[src/rtl/dmem_arbiter.sv]
`default_nettype none
// ============================================================================
// Module   : dmem_arbiter
// Purpose  : CPU/DMA arbiter for the data-memory port with load-response steering.
// Revision : 1.0
// ============================================================================
module dmem_arbiter #(
  parameter  int MAX_BURST = 4,
  localparam int XLEN      = 32,
  localparam int ALEN      = 32
) (
  input  logic            clk,
  input  logic            rst,
  input  logic            cpu_req,
  input  logic            cpu_we,
  input  logic [3:0]      cpu_be,
  input  logic [2:0]      cpu_funct3,
  input  logic [ALEN-1:0] cpu_addr,
  input  logic [XLEN-1:0] cpu_wdata,
  input  logic            dma_req,
  input  logic            dma_we,
  input  logic [3:0]      dma_be,
  input  logic [2:0]      dma_funct3,
  input  logic [ALEN-1:0] dma_addr,
  input  logic [XLEN-1:0] dma_wdata,
  output logic            cpu_gnt,
  output logic            dma_gnt,
  output logic            cpu_rvalid,
  output logic            dma_rvalid,
  output logic [XLEN-1:0] cpu_rdata,
  output logic [XLEN-1:0] dma_rdata,
  output logic            mem_write,
  output logic [3:0]      mem_be,
  output logic [2:0]      mem_funct3,
  output logic [ALEN-1:0] mem_addr,
  output logic [XLEN-1:0] mem_wdata,
  input  logic [XLEN-1:0] mem_rdata
);

  localparam int            C_CW     = $clog2(MAX_BURST + 1);
  localparam logic [C_CW-1:0] C_MAX  = C_CW'(MAX_BURST);
  localparam logic [2:0]    C_F3_WORD = 3'b010;

  logic [C_CW-1:0] burst_cnt_q, burst_cnt_d;
  logic            resp_valid_q, resp_valid_d;
  logic            resp_owner_q, resp_owner_d;
  logic            w_burst_full;

  assign w_burst_full = (burst_cnt_q == C_MAX);

  // DMA wins only when the CPU is absent or has used up its burst allowance.
  assign dma_gnt = ~rst & dma_req & (~cpu_req | w_burst_full);
  assign cpu_gnt = ~rst & cpu_req & ~dma_gnt;

  always_comb begin
    mem_write  = 1'b0;
    mem_be     = '0;
    mem_funct3 = C_F3_WORD;
    mem_addr   = '0;
    mem_wdata  = '0;
    if (cpu_gnt) begin
      mem_write  = cpu_we;
      mem_be     = cpu_be;
      mem_funct3 = cpu_funct3;
      mem_addr   = cpu_addr;
      mem_wdata  = cpu_wdata;
    end else if (dma_gnt) begin
      mem_write  = dma_we;
      mem_be     = dma_be;
      mem_funct3 = dma_funct3;
      mem_addr   = dma_addr;
      mem_wdata  = dma_wdata;
    end
  end

  always_comb begin
    burst_cnt_d = burst_cnt_q;
    if (!dma_req || dma_gnt)
      burst_cnt_d = '0;
    else if (cpu_gnt && !w_burst_full)
      burst_cnt_d = burst_cnt_q + 1'b1;

    resp_valid_d = (cpu_gnt & ~cpu_we) | (dma_gnt & ~dma_we);
    resp_owner_d = resp_valid_d ? dma_gnt : resp_owner_q;
  end

  always_ff @(posedge clk or posedge rst) begin
    if (rst) begin
      burst_cnt_q  <= '0;
      resp_valid_q <= 1'b0;
      resp_owner_q <= 1'b0;
    end else begin
      burst_cnt_q  <= burst_cnt_d;
      resp_valid_q <= resp_valid_d;
      resp_owner_q <= resp_owner_d;
    end
  end

  assign cpu_rvalid = resp_valid_q & ~resp_owner_q;
  assign dma_rvalid = resp_valid_q &  resp_owner_q;
  assign cpu_rdata  = cpu_rvalid ? mem_rdata : '0;
  assign dma_rdata  = dma_rvalid ? mem_rdata : '0;

endmodule
`default_nettype wire
[config.mk]
export PLATFORM = sky130hd
export DESIGN_NAME = dmem_arbiter
export DESIGN_NICKNAME = d
export VERILOG_FILES = /design/src/rtl/dmem_arbiter.sv
export SDC_FILE = /design/constraint.sdc
export NUM_CORES = 1
export LEC_CHECK = 0
export ABC_AREA = 1
export CAP_MARGIN = 20
export CORE_AREA = 4 4 122 124
export CTS_BUF_LIST = sky130_fd_sc_hd__clkbuf_16
export DETAILED_ROUTE_END_ITERATION = 16
export DIE_AREA = 0 0 126 128
export DONT_BUFFER_PORTS = 1
export GPL_TIMING_DRIVEN = 0
export SLEW_MARGIN = 10
export SYNTH_ARGS = -nofsm -noshare
export SYNTH_HDL_FRONTEND = slang
export SYNTH_SLANG_ARGS = --single-unit
[constraint.sdc]
create_clock -name clk -period 5 [get_ports clk]
set_input_delay 1.25 -clock clk [delete_from_list [all_inputs] [get_ports clk]]
set_output_delay 1.25 -clock clk [all_outputs]
set_load 0.02 [all_outputs]
==> flow_metrics.env <==
export IMPL_hold_depth=2
export IMPL_route_detailed_drc=0
export IMPL_place_ws_ps=1458
export IMPL_drive_gt1_share_pct=14.10
export IMPL_fillers=1600
export IMPL_timing_hold_ws_ps=523.6
export IMPL_cts_buffers=3
export IMPL_path_class="in -> out"
export IMPL_yosys_cell_types_count=21
export IMPL_core_area_sq_mm=0.01377
export IMPL_leakagePower_nw=1.238
export IMPL_fmax_mhz=287.3
export IMPL_syn_to_final_growth_pct=17.27
export IMPL_htreeDepth=1
export IMPL_crit_fanout=10
export IMPL_totalPowerFinal_uw=361.5
export IMPL_netlist_instances=372
export IMPL_mostFrequentLayoutCells="nand2_1, nor2_1, inv_1"
export IMPL_grt_first_pass_wirelength_mm=10.79
export IMPL_status="finished clean"
export IMPL_dp_hpwl_mm=7.481
export IMPL_dp_cells=552
export IMPL_hold_viol=0
export IMPL_drt_pass1_iter_count=4
export IMPL_tns_ps=0
export IMPL_tightest_slew_ps=672.8
export IMPL_worstSetupStartpointType="primary input"
export IMPL_drtAntennaViolNets=0
export IMPL_clock_latency_ps=220
export IMPL_final_common_cell="nand2_1"
export IMPL_reg2regPathDepth=7
export IMPL_cts_root_buffer="clkbuf_16"
export IMPL_timing_final_ws_setup_ps=1519
export IMPL_crit_required_ps=3750
export IMPL_post_route_util_pct=14.99
export IMPL_rrSetupSlack_ps=3710
export IMPL_wl_per_cell_um=15.22
export IMPL_postSynthAreaPerCell_sq_um=4.732
export IMPL_r2r_start="burst_cnt_q[0]$_DFFE_PP0P_"
export IMPL_crit_chain="inv_2, nor2_4, nand2_4, inv_4, buf_4, nand2_1, nand2_2"
export IMPL_ios=320
export IMPL_finalCriticalPeriod_ps=3481
export IMPL_cp_endpoint="mem_addr[25]"
export IMPL_setup_viol=0
export IMPL_clk_pin_slew_worst_paths_ps=30
export IMPL_rr_endpoint="resp_owner_q$_DFFE_PP0P_"
export IMPL_slew_viol_final=0
export IMPL_grt_pass1_vias=2009
export IMPL_start_util_pct=12.78
export IMPL_worst_path_stages=7
export IMPL_power_density_mw_per_mm2=175.1
export IMPL_slew_headroom_pct=54.67
export IMPL_critPathTopFamily="simple AND/OR/NAND/NOR gates"
export IMPL_gr_usage_all_layers_pct=8.637
export IMPL_via_per_inst=4.049
export IMPL_critPathBufInv=3
export IMPL_fp_dieW_um=126
export IMPL_fp_row_count=43
export IMPL_finalInstanceArea_sq_mm=0.002064
export IMPL_hp_class="reg -> reg"
export IMPL_synthesis_area_sq_mm=0.001760
export IMPL_drtIter0Drc=74
export IMPL_cts_resized_gates=0
export IMPL_die_area_sq_mm=0.01613
export IMPL_cp_arrival_ps=2230
export IMPL_cts_buffer_depth=2
export IMPL_finalNonFillerCells=556
export IMPL_nets=559
export IMPL_yosys_warnings=0
export IMPL_synth_top_area_share_pct=40.51
export IMPL_place_area_sq_mm=0.001986
export IMPL_end_kind="output port"
export IMPL_holdBufCountCts=0
export IMPL_grt_max_degree=11
export IMPL_maxCapViolCount=0
export IMPL_synth_seq_cells=5
export IMPL_syn_nets=554
export IMPL_cts_tree="yes"
export IMPL_gp_congestion=0.7768
export IMPL_rsz0062_at_grt="no"
export IMPL_gr_total_overflow=0
export IMPL_wl_mm=8.460
export IMPL_fp_dieH_um=128
export IMPL_insertedDiodeCount=0
export IMPL_fin_worst_skew_ps=0.8491
export IMPL_fin_crit_sh_pct=69.62
export IMPL_portBuffers=0
export IMPL_cts_sinks=5
export IMPL_synthTopCellsByArea="nand2_1, nor2_1, nand2_2"
export IMPL_critPathMaxStageDelay_ps=260
export IMPL_antenna_found_initial=0
export IMPL_startpoint="dma_req"
export IMPL_crit_path_top_delay_cell="buf_4"
export IMPL_synth_yosys_seq_area_share_pct=7.107
export IMPL_cts_setup_buffers=0
export IMPL_yosysTopAreaCell="nand2_1"
export IMPL_vias=2251
export IMPL_ir_worst_vdd_uv=103.2
[registers in the layout, summed over array words and instances, names as in the netlist]
register	count
burst_cnt_q	3
resp_owner_q	1
resp_valid_q	1
[where the power goes]
group | leakage [nW] | switching [mW] | internal, mW
registers | 0.0669 | 0.00197 | 0.0433
logic | 1.13 | 0.150 | 0.0389
clock network | 0.0423 | 0.0243 | 0.103
total | 1.24 | 0.176 | 0.186
[final cells by class]
class | instances | area [sq um] | share of cell area, %
Sequential cell | 5 | 125.1 | 6.061
Buffer | 20 | 190.2 | 9.212
Inverter | 43 | 171.4 | 8.303
Clock inverter | 1 | 3.754 | 0.1818
Tap cell | 180 | 225.2 | 10.91
Multi-Input combinational cell | 304 | 1274 | 61.70
Clock buffer | 3 | 75.07 | 3.636
[Yosys cell counts]
| cell type | n |
|---|---|
| a21oi_1 | 1 |
| buf_12 | 2 |
| buf_4 | 7 |
| buf_8 | 5 |
| clkbuf_1 | 6 |
| dfrtp_1 | 5 |
| ha_1 | 2 |
| inv_1 | 40 |
| inv_2 | 1 |
| inv_4 | 1 |
| inv_8 | 1 |
| nand2_1 | 190 |
| nand2_2 | 29 |
| nand2_4 | 2 |
| nand3_1 | 3 |
| nand4_1 | 1 |
| nor2_1 | 69 |
| nor2_4 | 1 |
| o21ai_0 | 4 |
| or2_2 | 1 |
| xnor2_1 | 1 |
[worst min path at each step]
stage / startpoint / endpoint / slack, ps
global placement: resp_owner_q$_DFFE_PP0P_ / resp_owner_q$_DFFE_PP0P_ / 500
detailed placement: resp_owner_q$_DFFE_PP0P_ / resp_owner_q$_DFFE_PP0P_ / 510
CTS: resp_owner_q$_DFFE_PP0P_ / resp_owner_q$_DFFE_PP0P_ / 520
floorplan: resp_owner_q$_DFFE_PP0P_ / resp_owner_q$_DFFE_PP0P_ / 460
global route: resp_owner_q$_DFFE_PP0P_ / resp_owner_q$_DFFE_PP0P_ / 550
finish: resp_owner_q$_DFFE_PP0P_ / resp_owner_q$_DFFE_PP0P_ / 520
[kinds of logic after synthesis]
group                    after synthesis  synth area share, %
AND/OR/NAND/NOR                      296                69.01
buffers and inverters                 63                20.54
AO/OA/AOI/OAI                          5                1.421
flip-flops                             5                7.107
adder cells (fa/ha/maj)                2                1.421
XOR/XNOR                               1               0.4976
[tightest hold or removal path: stages (launching register included)]
cell     delay, ps
dfrtp_1        370
nand2_1         70
nand2_1         50
[layer usage]
| layer | share of wire (%) | vias up | wire (um) | track usage, % |
|---|---|---|---|---|
| met2 | 53 | 214 | 4496 | 17.03 |
| li1 | - | 1074 | - | - |
| met1 | 35 | 955 | 2999 | 9.591 |
| met4 | 1.4 | 0 | 122 | 2.271 |
| met3 | 10 | 8 | 842 | 1.250 |
| met5 | 0 | - | 0 | 0 |
Note: power is estimated with default switching activity, not from simulation.
==> RTL change (same flow settings) <==
`MAX_BURST`: 4 -> 2.
--- a/src/rtl/dmem_arbiter.sv
+++ b/src/rtl/dmem_arbiter.sv
@@ -6,5 +6,5 @@
 // ============================================================================
 module dmem_arbiter #(
-  parameter  int MAX_BURST = 4,
+  parameter  int MAX_BURST = 2,
   localparam int XLEN      = 32,
   localparam int ALEN      = 32
Check against the original RTL: not equivalent (a bounded check fails within 4 cycles, from zero or initial values and one cycle with rst high).
==> RTL change against the unedited design <==
Sequential cell count down 1. Final area up 16%. Worst hold slack worse by 0.035 ns. Highest routed layer unchanged. Largest power group unchanged. Setup slack worse by 0.39 ns. Power up 3.3%. Routed wire length up 7.9%. Largest cell class unchanged. Sequential power down 18%. Critical endpoint is now mem_addr[28]. Synthesized area up 20%.
==> RTL change: results (changes against the unedited design) <==
Crit path arrival time - 2.62 ns (+0.39 ns)
first-pass GRT wire length - 11,900 um (+10%)
Static Leakage - 0.00132 uW (+6.5%)
met2 usage - 17.9% (+0.88 points)
crit-path max cell delay - 0.54 ns (+0.28 ns)
Synth top cells by count - 149 x nand2_1, 70 x nand3_2, 69 x nor2_1
top post-synthesis cells by area - nand3_2 33%, nand2_1 27%, nor2_1 12%
Largest regs - burst_cnt_q x2, resp_owner_q x1, resp_valid_q x1
final cell count without fillers - 557 (+0.18%)
Worst Skew - 0.000435 ns (-0.000414 ns)
Worst Hold Depth - 1 (-1)
DR pass1 iterations - 5 (+1)
reg2reg setup slack - 3.66 ns (-0.05 ns)
Hold EP - burst_cnt_q[0]
vias in the first global route - 2,053 (+2.2%)
layout cell share with drive strength beyond 1 - 26.3% (+12 points)
HPWL after DPL - 8060 um (+7.7%)
register area share after synthesis - 4.76% (-2.4 points)
syn_area_per_cell - 5.63 um^2 (+19%)
vias - 2,433 (+8.1%)
GRT Total Usage - 9.43% (+0.79 points)
FILL cells - 1,613 (+0.81%)
CP startpoint - cpu_req
DRT Wirelength - 9130 um (+7.9%)
Placer Congestion - 0.796 (+2.5%)
count of different cell masters after synthesis - 15 (-29%)
Post-Place Cells - 554 (+0.36%)
IR Drop Worst-Case VDD - 0.0794 mV (-23%)
met1 GRT Util - 11.2% (+1.6 points)
outcome - finished, final reports clean
[RTL change: stage by stage]
stage               setup WS, ns  hold WS (ns)
floorplan                   1.70         0.458
global placement            1.07         0.485
detailed placement          1.08         0.491
CTS                         1.07         0.493
global route                1.05         0.515
finish                      1.13         0.489
[RTL change: layout make-up]
type                       count  area, um^2  share of cell area [%]
multi-input combinational    298        1590                    65.9
tap                          180         225                    9.37
buffer                        28         253                    10.5
clock buffer                   3        75.1                    3.12
sequential                     4         100                    4.16
inverter                      44         166                    6.92
[RTL change: worst max path at each step]
stage                          endpoint  cells after the start  slack [ns]
final                      mem_addr[28]                      5        1.13
after global placement     mem_addr[28]                      5        1.07
after detailed placement   mem_addr[28]                      5        1.08
after CTS                  mem_addr[28]                      5        1.07
after floorplan           mem_funct3[1]                      7        1.70
after global routing       mem_addr[28]                      5        1.05
[RTL change: worst register-to-register path: stages, from the launching register on]
cell,delay (ns)
dfrtp_1,0.34
inv_1,0.05
ha_1,0.20
inv_1,0.05
nand2_1,0.07
nand2_4,0.09
buf_12,0.17
nand3_1,0.11
nand2_1,0.09
nand2_1,0.04
[RTL change: kinds of logic (layout without fill, tap and decap cells)]
family,after synthesis,count (layout),synth area share [%]
fa+ha+maj,1,1,0.594
compound gates,3,3,0.713
flops,4,4,4.76
simple gates,294,294,74.0
buf+inv,72,75,19.9
[RTL change: where the power goes]
group	total, uW	internal [uW]	switching [uW]	leakage (uW)
sequential	37.1	35.3	1.86	0.0000529
combinational	211	47.6	164	0.00123
clock	125	102	22.8	0.0000370
[RTL change: routing by layer]
layer / routed length, um / vias to the layer above
met5: 0 / -
met4: 76 / 0
met3: 788 / 5
met2: 4840 / 184
met1: 3420 / 1105
li1: - / 1139
